<file path="src/rtl/tl_pkg.sv">
// Shared lamp encodings and debounce state type for the country-road
// signal controller blocks.
package tl_pkg;

    localparam logic [2:0] LAMP_GREEN  = 3'b001;
    localparam logic [2:0] LAMP_YELLOW = 3'b010;
    localparam logic [2:0] LAMP_RED    = 3'b100;

    typedef enum logic [1:0] {
        DEB_IDLE,
        DEB_RISE_CHK,
        DEB_PRESENT,
        DEB_FALL_CHK
    } deb_state_e;

endpackage

</file>
<file path="src/rtl/sensor_debounce.sv">
// Loop-sensor synchroniser and debouncer. A level change is accepted only
// after DEB_CYCLES consecutive stable synchronised samples.
//   state    | meaning
//   IDLE     | loop empty, waiting for a synced high
//   RISE_CHK | counting stable highs before declaring a car
//   PRESENT  | car on the loop
//   FALL_CHK | counting stable lows before declaring the loop empty
module sensor_debounce
    import tl_pkg::*;
#(
    parameter int DEB_CYCLES = 8
) (
    input  logic clock,
    input  logic clear_n,
    input  logic sensor_raw_i,
    output logic presence_o,
    output logic presence_nxt_o,
    output logic arrive_o
);

    localparam int CW = (DEB_CYCLES > 2) ? $clog2(DEB_CYCLES) : 1;
    localparam logic [CW-1:0] CNT_LAST = CW'(DEB_CYCLES - 1);
    localparam logic [CW-1:0] CNT_ONE  = CW'(1);

    logic       sync1_q, sync2_q;
    deb_state_e state_q, state_d;
    logic [CW-1:0] cnt_q, cnt_d;

    always_ff @(posedge clock) begin
        if (!clear_n) begin
            sync1_q <= 1'b0;
            sync2_q <= 1'b0;
            state_q <= DEB_IDLE;
            cnt_q   <= '0;
        end else begin
            sync1_q <= sensor_raw_i;
            sync2_q <= sync1_q;
            state_q <= state_d;
            cnt_q   <= cnt_d;
        end
    end

    always_comb begin
        state_d  = state_q;
        cnt_d    = cnt_q;
        arrive_o = 1'b0;
        case (state_q)
            DEB_IDLE: begin
                if (sync2_q) begin
                    state_d = DEB_RISE_CHK;
                    cnt_d   = CNT_ONE;
                end
            end
            DEB_RISE_CHK: begin
                if (!sync2_q) begin
                    state_d = DEB_IDLE;
                    cnt_d   = '0;
                end else if (cnt_q == CNT_LAST) begin
                    state_d  = DEB_PRESENT;
                    cnt_d    = '0;
                    arrive_o = 1'b1;
                end else begin
                    cnt_d = cnt_q + 1'b1;
                end
            end
            DEB_PRESENT: begin
                if (!sync2_q) begin
                    state_d = DEB_FALL_CHK;
                    cnt_d   = CNT_ONE;
                end
            end
            DEB_FALL_CHK: begin
                if (sync2_q) begin
                    state_d = DEB_PRESENT;
                    cnt_d   = '0;
                end else if (cnt_q == CNT_LAST) begin
                    state_d = DEB_IDLE;
                    cnt_d   = '0;
                end else begin
                    cnt_d = cnt_q + 1'b1;
                end
            end
            default: begin
                state_d = DEB_IDLE;
                cnt_d   = '0;
            end
        endcase
    end

    assign presence_o     = (state_q == DEB_PRESENT) || (state_q == DEB_FALL_CHK);
    assign presence_nxt_o = (state_d == DEB_PRESENT) || (state_d == DEB_FALL_CHK);

endmodule

</file>
<file path="src/rtl/country_car_detect.sv">
// Country-road car-waiting request: debounced loop presence plus a queue of
// arrived cars drained one per PASS_CYCLES of country green.
module country_car_detect
    import tl_pkg::*;
#(
    parameter int DEB_CYCLES  = 8,
    parameter int PASS_CYCLES = 16,
    parameter int CNT_W       = 4
) (
    input  logic             clock,
    input  logic             clear_n,
    input  logic             sensor_raw,
    input  logic [2:0]       crd,
    output logic             x,
    output logic             presence,
    output logic [CNT_W-1:0] car_count
);

    localparam int TW = (PASS_CYCLES > 2) ? $clog2(PASS_CYCLES) : 1;
    localparam logic [TW-1:0]    TMR_LAST = TW'(PASS_CYCLES - 1);
    localparam logic [CNT_W-1:0] CNT_MAX  = '1;

    logic             presence_nxt, arrive, green, drain;
    logic [TW-1:0]    tmr_q, tmr_d;
    logic [CNT_W-1:0] count_q, count_d;
    logic             x_q, x_d;

    sensor_debounce #(
        .DEB_CYCLES(DEB_CYCLES)
    ) u_debounce (
        .clock          (clock),
        .clear_n        (clear_n),
        .sensor_raw_i   (sensor_raw),
        .presence_o     (presence),
        .presence_nxt_o (presence_nxt),
        .arrive_o       (arrive)
    );

    // Illegal lamp codes simply fail the GREEN compare.
    assign green = (crd == LAMP_GREEN);
    assign drain = green && (count_q != '0) && (tmr_q == TMR_LAST);

    always_comb begin
        tmr_d = tmr_q;
        if (!green) begin
            tmr_d = '0;
        end else if (count_q != '0) begin
            tmr_d = drain ? '0 : tmr_q + 1'b1;
        end
    end

    always_comb begin
        count_d = count_q;
        case ({arrive, drain})
            2'b10:   if (count_q != CNT_MAX) count_d = count_q + 1'b1;
            2'b01:   if (count_q != '0)      count_d = count_q - 1'b1;
            default: count_d = count_q;
        endcase
        x_d = presence_nxt || (count_d != '0);
    end

    always_ff @(posedge clock) begin
        if (!clear_n) begin
            tmr_q   <= '0;
            count_q <= '0;
            x_q     <= 1'b0;
        end else begin
            tmr_q   <= tmr_d;
            count_q <= count_d;
            x_q     <= x_d;
        end
    end

    assign x         = x_q;
    assign car_count = count_q;

endmodule

</file>
<file path="config.mk">
export PLATFORM = sky130hd
export DESIGN_NAME = country_car_detect
export DESIGN_NICKNAME = d
export VERILOG_FILES = /design/src/rtl/tl_pkg.sv /design/src/rtl/sensor_debounce.sv /design/src/rtl/country_car_detect.sv
export SDC_FILE = /design/constraint.sdc
export NUM_CORES = 1
export LEC_CHECK = 0
export ABC_AREA = 0
export CORE_MARGIN = 2
export CORE_UTILIZATION = 50
export DETAILED_ROUTE_END_ITERATION = 6
export MAX_ROUTING_LAYER = met4
export PLACE_DENSITY = 0.86
export SLEW_MARGIN = 20
export SYNTH_ARGS = -nofsm -noshare
export SYNTH_HDL_FRONTEND = slang
export SYNTH_SLANG_ARGS = --single-unit
</file>
<file path="constraint.sdc">
create_clock -name clock -period 4 [get_ports clock]
set_input_delay 0.6 -clock clock [delete_from_list [all_inputs] [get_ports clock]]
set_output_delay 0.6 -clock clock [all_outputs]
set_load 0.005 [all_outputs]
</file>
Word-level counts from Yosys, hierarchy flattened
Index checks and enable logic that the tools add are counted.
- register bits after elaboration: 16
- input bits: 6
- add/sub/neg operators: 4
- equal/unequal tests: 13
- mux-type cells: 20
- reduce and logical (&&, ||, !) cells: 10
- operators by type and width (kind ; count):
    2-to-1 mux 3 bit ; 5
    2-to-1 mux 2 bit ; 6
    2-to-1 mux 4 bit ; 3
    one-hot mux 3 bit (4 select lines) ; 1
    equality test 2 bit, second input constant ; 5
    adder 4 x 1 -> 4 bit, second input constant ; 2
    one-hot mux 2 bit (4 select lines) ; 1
    one-hot mux 4 bit (2 select lines) ; 1
    nonzero test 4 bit ; 2
    equality test 2 x 1 -> 1 bit, second input constant ; 2
    equality test 4 bit, second input constant ; 1
    inequality test 4 bit, second input constant ; 1
    AND reduction 2 bit ; 2
    subtractor 4 x 1 -> 4 bit, second input constant ; 1
    adder 3 x 1 -> 3 bit, second input constant ; 1
    equality test 3 x 1 -> 1 bit, second input constant ; 1
    equality test 3 bit, second input constant ; 1
    logical OR 1 bit ; 3
    2-to-1 mux 1 bit ; 3
    logical AND 1 bit ; 2
    zero test 2 bit ; 1
    inequality test 2 x 1 -> 1 bit, second input constant ; 1
    inequality test 2 bit, second input constant ; 1

Depth between registers and ports, before layout
- depth after elaboration: 8
- depth in mapped cells: 12
- depth with buffers taken out: 11

Modules after synthesis
Synthesis repeated with hierarchy kept, for this count alone.
- cell total of the unflattened synthesis: 107
- area total of the unflattened synthesis: 929.6 µm²
- modules (own cells, without submodules) (module ; instances ; cells an instance ; area an instance (µm²) ; seq. area each (µm²)):
    country_car_detect ; 1 ; 73 ; 598.1 ; 180.2
    sensor_debounce ; 1 ; 34 ; 331.6 ; 140.1

Worst setup path before layout
Ideal clock, no wire load.
- path kind: flip-flop to flip-flop
- start point: register count_q[0], in the netlist car_count[0]
- end point: register x_q, in the netlist x
- arrival: 2792 ps
- required time: 3875 ps
- setup slack: 1083 ps
- cell stages (with the launch flop): 12
- path buffers: 1
- clock period less this slack: 2917 ps
- cell sequence: dfxtp_1 > inv_1 > ha_1 > nor3b_1 > nor2b_1 > and4_1 > ha_1 > buf_6 > nor2_1 > a311oi_1 > or3b_2 > o41a_1
- longest elaborated chain between the ends: 7
- RTL lines (item ; RTL line ; text):
    start: declaration ; country_car_detect.sv:25 ; logic [CNT_W-1:0] count_q, count_d;
    start signal: assignment ; country_car_detect.sv:69 ; count_q <= count_d;
    branches (longest 4 deep; another with subtractor 4 x 1 -> 4 bit) ; -- ;
    one-hot mux 4 bit (2 select lines) * ; country_car_detect.sv:54 ; case ({arrive, drain})
    nonzero test 4 bit * ; country_car_detect.sv:59 ; x_d = presence_nxt || (count_d != '0);
    logical OR 1 bit * ; country_car_detect.sv:59 ;
    end signal: assignment ; country_car_detect.sv:66 ; x_q <= 1'b0;
    end signal: assignment ; country_car_detect.sv:70 ; x_q <= x_d;
    end: declaration ; country_car_detect.sv:26 ; logic x_q, x_d;
Every way passes the cells marked *.
A chain may end at the register's enable or synchronous reset.

Final worst setup path
Ends and elaborated chain as after synthesis.

==> qor_table.md <==
| Parameter | This run | Unit |
| --- | --- | --- |
| Status | completed | - |
| Cell occurring most often along the worst timing path | sky130_fd_sc_hd__ha_1 | - |
| Per-cell routed wire length | 12.8 | um |
| Fraction of post-synthesis cell area in the top cell type by area | 0.354 | - |
| Setup Crit Path Kind | reg2reg | - |
| Worst path setup slack after routing | 0.683 | ns |
| Share of flip-flops with an asynchronous set or reset | 0 | - |
| Net load switching power | 0.0579 | mW |
| Layer with the highest usage | met2 | - |
| Die height | 46.6 | um |
| Reg2Reg Launch Point | car_count[0] | - |
| Dominant cell type by area after synthesis | sky130_fd_sc_hd__dfxtp_1 | - |
| Achievable frequency | 0.301 | GHz |
| Number of flops mapped to enable cells by yosys | 0 | - |
| Cell variety after synth | 38 | - |
| Final hold violation count | 0 | - |
| Slowest library cell on the worst path | sky130_fd_sc_hd__nor3b_1 | - |
| Post-Route Hold Slack | 0.445 | ns |
| Instance count of the mapped netlist | 101 | - |
| Net count after synthesis | 114 | - |
| Least-Margin Pin Slew | 0.546 | ns |
| Number of antenna violations at the first check in global routing | 0 | - |
| Max stage delay on crit path | 0.50 | ns |
| Unrepaired setup endpoints after global routing | no | - |
| TritonCTS clock tree | yes | - |
| Global routing met2 resource utilization | 0.353 | - |
| Leading cell type by number of instances after synthesis | sky130_fd_sc_hd__dfxtp_1 | - |
| Final count of pins violating max slew | 0 | - |
| Antenna fix cells | 0 | - |
| Total Negative Setup Slacks | 0 | ns |
| Xor and xnor area share after synthesis | 0.0193 | - |
| Worst hold path type | reg2reg | - |
| Final Cycle Share | 0.829 | - |
| Net count, final | 125 | - |
| Buffers inserted during post-CTS setup optimization | 0 | - |
| Part of the power in combinational logic | 0.036 | - |
| Overflow left after global routing | 0 | - |
| Fraction of met1 tracks used by global routing | 0.200 | - |
| HP Start | u_debounce.sync1_q | - |
| Max Fanout on Critical Path | 8 | - |
| Initial core utilization | 0.530 | - |
| Top flip-flop cell by instance count after synthesis | sky130_fd_sc_hd__dfxtp_1 | - |
| Routability Congestion | 0.831 | - |
| Critical Path Start | car_count[0] | - |
| Detail-routed via count per cell | 5.64 | - |
| Global-route wire length before repair | 2900 | um |
| Layout Area Growth over Synthesis | 15.1 | % |
| Worst EP arrival | 3.49 | ns |
| Largest family of logic cells by synthesized area | simple AND/OR/NAND/NOR gates | - |
| YS warnings | 0 | - |
| Total length of routed wires | 1740 | um |
| Post-detailed-placement half-perimeter wirelength | 1360 | um |
| Static Leak | 0.425 | nW |
| Post-DRT Antenna Nets | 0 | - |
| Source-to-sink clock delay at the later pin of the worst-skew pair | 0.29 | ns |
| Clock power frac | 0.386 | - |
| Required @ worst endpoint | 4.17 | ns |
| Final setup vio count | 0 | - |
| Pre-antenna DRT Iters | 4 | - |
| Final worst clock skew | 0.0120 | ns |
| Clock transition at path regs | 0.10 | ns |
| Clock tree root buffer cell | sky130_fd_sc_hd__clkbuf_4 | - |
| Total die area | 2170 | um^2 |
| Fraction of the mapped netlist area in compound gates | 0.189 | - |
| Synthesized area per cell | 8.97 | um^2 |
| Pin count of the biggest net entering global routing | 14 | - |
| Proportion of layout cells with a drive suffix above 1 | 0.0901 | - |
| Post-CTS Hold Buffers | 0 | - |
| Total via count after detailed routing | 767 | - |
| CTS H-Tree Depth | 1 | - |
| DRT iter0 DRCs | 7 | - |
| Maximum vdd ir drop | 0.242 | mV |
| Number of sinks handled by clock tree synthesis | 16 | - |
| Count of cells resized by post-cts repair | 0 | - |
| Buffer and inverter count on the worst path | 1 | - |
| Minimum period implied by the final worst setup slack | 3.32 | ns |
| Cell breakdown of the critical path | inv_1 > ha_1 > nor3b_1 > nor2b_1 > and4_1 > ha_1 > nor2_1 > a311oi_1 > or3b_2 > o41a_1 | - |
| Deepest clock path buffer count | 2 | - |
| Proportion of synthesized chip area in sequential cells | 0.354 | - |
| Top cells by area, synth | sky130_fd_sc_hd__dfxtp_1 (35%), sky130_fd_sc_hd__ha_1 (9.7%), sky130_fd_sc_hd__nand2_1 (4.6%), sky130_fd_sc_hd__a311oi_1 (3.9%), sky130_fd_sc_hd__buf_6 (3.7%) | - |
| Via count of the first global-routing pass | 750 | - |
| Area of the core region | 1710 | um^2 |
| Setup WS pre-CTS | 0.729 | ns |
| Tot Pwr | 0.281 | mW |
| Total global routing track utilization | 0.191 | - |
| Post-synthesis sequential element count | 16 | - |
| GR Layer Usage met3 | 0.0510 | - |
| Num ports | 12 | - |
| Ratio of total power to cell area | 269 | nW/um^2 |
| Simple-gate area share of the yosys netlist | 0.247 | - |
| Most instantiated cells after synthesis | sky130_fd_sc_hd__dfxtp_1 (16), sky130_fd_sc_hd__nand2_1 (11), sky130_fd_sc_hd__ha_1 (7), sky130_fd_sc_hd__nor2_1 (6), sky130_fd_sc_hd__inv_1 (5) | - |
| Category of the worst setup path launch point | flip-flop | - |
| Floorplan die width | 46.6 | um |
| Cell area after synthesis | 906 | um^2 |
| Input/output buffers | 11 | - |
| Sequential cell fraction of total power | 0.578 | - |
| Internal Dissipation | 0.223 | mW |
| Adder and majority gate portion of the synthesized area | 0.0967 | - |
| Max-cap violation count | 0 | - |
| Cell family contributing the most delay on the critical path | simple AND/OR/NAND/NOR gates | - |
| Worst setup EP type | flip-flop | - |
| Mux contribution to synthesized area | 0.0235 | - |
| Number of standard-cell rows in the floorplan | 15 | - |
| Clock buffers created by TritonCTS | 3 | - |
| Tightest slew margin relative to the limit | 0.635 | - |
| Switching part of the total power | 0.206 | - |
| Post-route DRC violation count | 0 | - |
-- per-stage QoR --
| stage | cell area (um^2) | utilization | cells |
|---|---|---|---|
| after floorplan | 906 | - | 101 |
| after global placement | 1010 | 0.589 | 132 |
| after detailed placement | 1010 | 0.589 | 132 |
| after CTS | 1040 | 0.610 | 136 |
| after global routing | 1040 | 0.610 | 136 |
| final | 1040 | 0.610 | 136 |
-- cell families (layout without fill, tap and decap cells) --
logic type	Yosys count	after routing
flops	16	16
mux	2	2
fa+ha+maj	7	7
buf+inv	11	21
xor+xnor	2	2
simple gates	40	40
compound gates	23	23
-- cell type report --
type                    instances  area (um^2)
fillers                       160          666
multi-input cells              74          522
flip-flops and latches         16          320
repair buffers                 11          110
clock buffers                   4         36.3
well taps                      25         31.3
inverters                       6         22.5
-- cell usage in the layout (no fill, tap or decap), types with 3 or more instances in the layout --
cell	count
sky130_fd_sc_hd__dfxtp_1	16
sky130_fd_sc_hd__nand2_1	11
sky130_fd_sc_hd__clkdlybuf4s50_1	11
sky130_fd_sc_hd__ha_1	7
sky130_fd_sc_hd__nor2_1	6
sky130_fd_sc_hd__inv_1	5
sky130_fd_sc_hd__a21oi_1	4
sky130_fd_sc_hd__a311oi_1	4
sky130_fd_sc_hd__nand3_1	3
sky130_fd_sc_hd__and2_1	3
sky130_fd_sc_hd__clkbuf_4	3
-- path summary, 6_finish.rpt --
check	cells after the start	end	slack [ns]
worst min register to register	1	u_debounce.sync2_q	0.45
worst max register to register	10	x	0.68
worst max-delay path	10	x	0.68
worst min-delay path	1	u_debounce.sync2_q	0.45
-- flip-flops by register name, indices dropped and copies added, names as in the netlist --
register and count:
car_count 4, u_debounce.sync1_q 1, tmr_q 4, u_debounce.sync2_q 1, x 1, u_debounce.cnt_q 3, u_debounce.state_q 2
-- power by group through the flow --
stage | combinational, mW | sequential, mW | clock, mW
finish | 0.0102 | 0.162 | 0.108
detailed placement | 0.0102 | 0.166 | 0
global route | 0.0113 | 0.163 | 0.115
CTS | 0.0103 | 0.162 | 0.110
global placement | 0.00972 | 0.166 | 0
floorplan | 0.00437 | 0.166 | 0
-- worst reg2reg max path, stage by stage (launching register included) --
cell and delay, ns:
sky130_fd_sc_hd__dfxtp_1 0.39, sky130_fd_sc_hd__inv_1 0.09, sky130_fd_sc_hd__ha_1 0.24, sky130_fd_sc_hd__nor3b_1 0.50
sky130_fd_sc_hd__nor2b_1 0.16, sky130_fd_sc_hd__and4_1 0.25, sky130_fd_sc_hd__ha_1 0.41, sky130_fd_sc_hd__nor2_1 0.22
sky130_fd_sc_hd__a311oi_1 0.15, sky130_fd_sc_hd__or3b_2 0.49, sky130_fd_sc_hd__o41a_1 0.31
-- routing by layer --
metal	share of wire	up-vias	routed length, um
li1	-	389	-
met1	0.45	360	780
met2	0.52	16	904
met3	0.028	2	49
met4	0.0052	0	9
met5	0	-	0
Power figures use the tool's default switching activity.
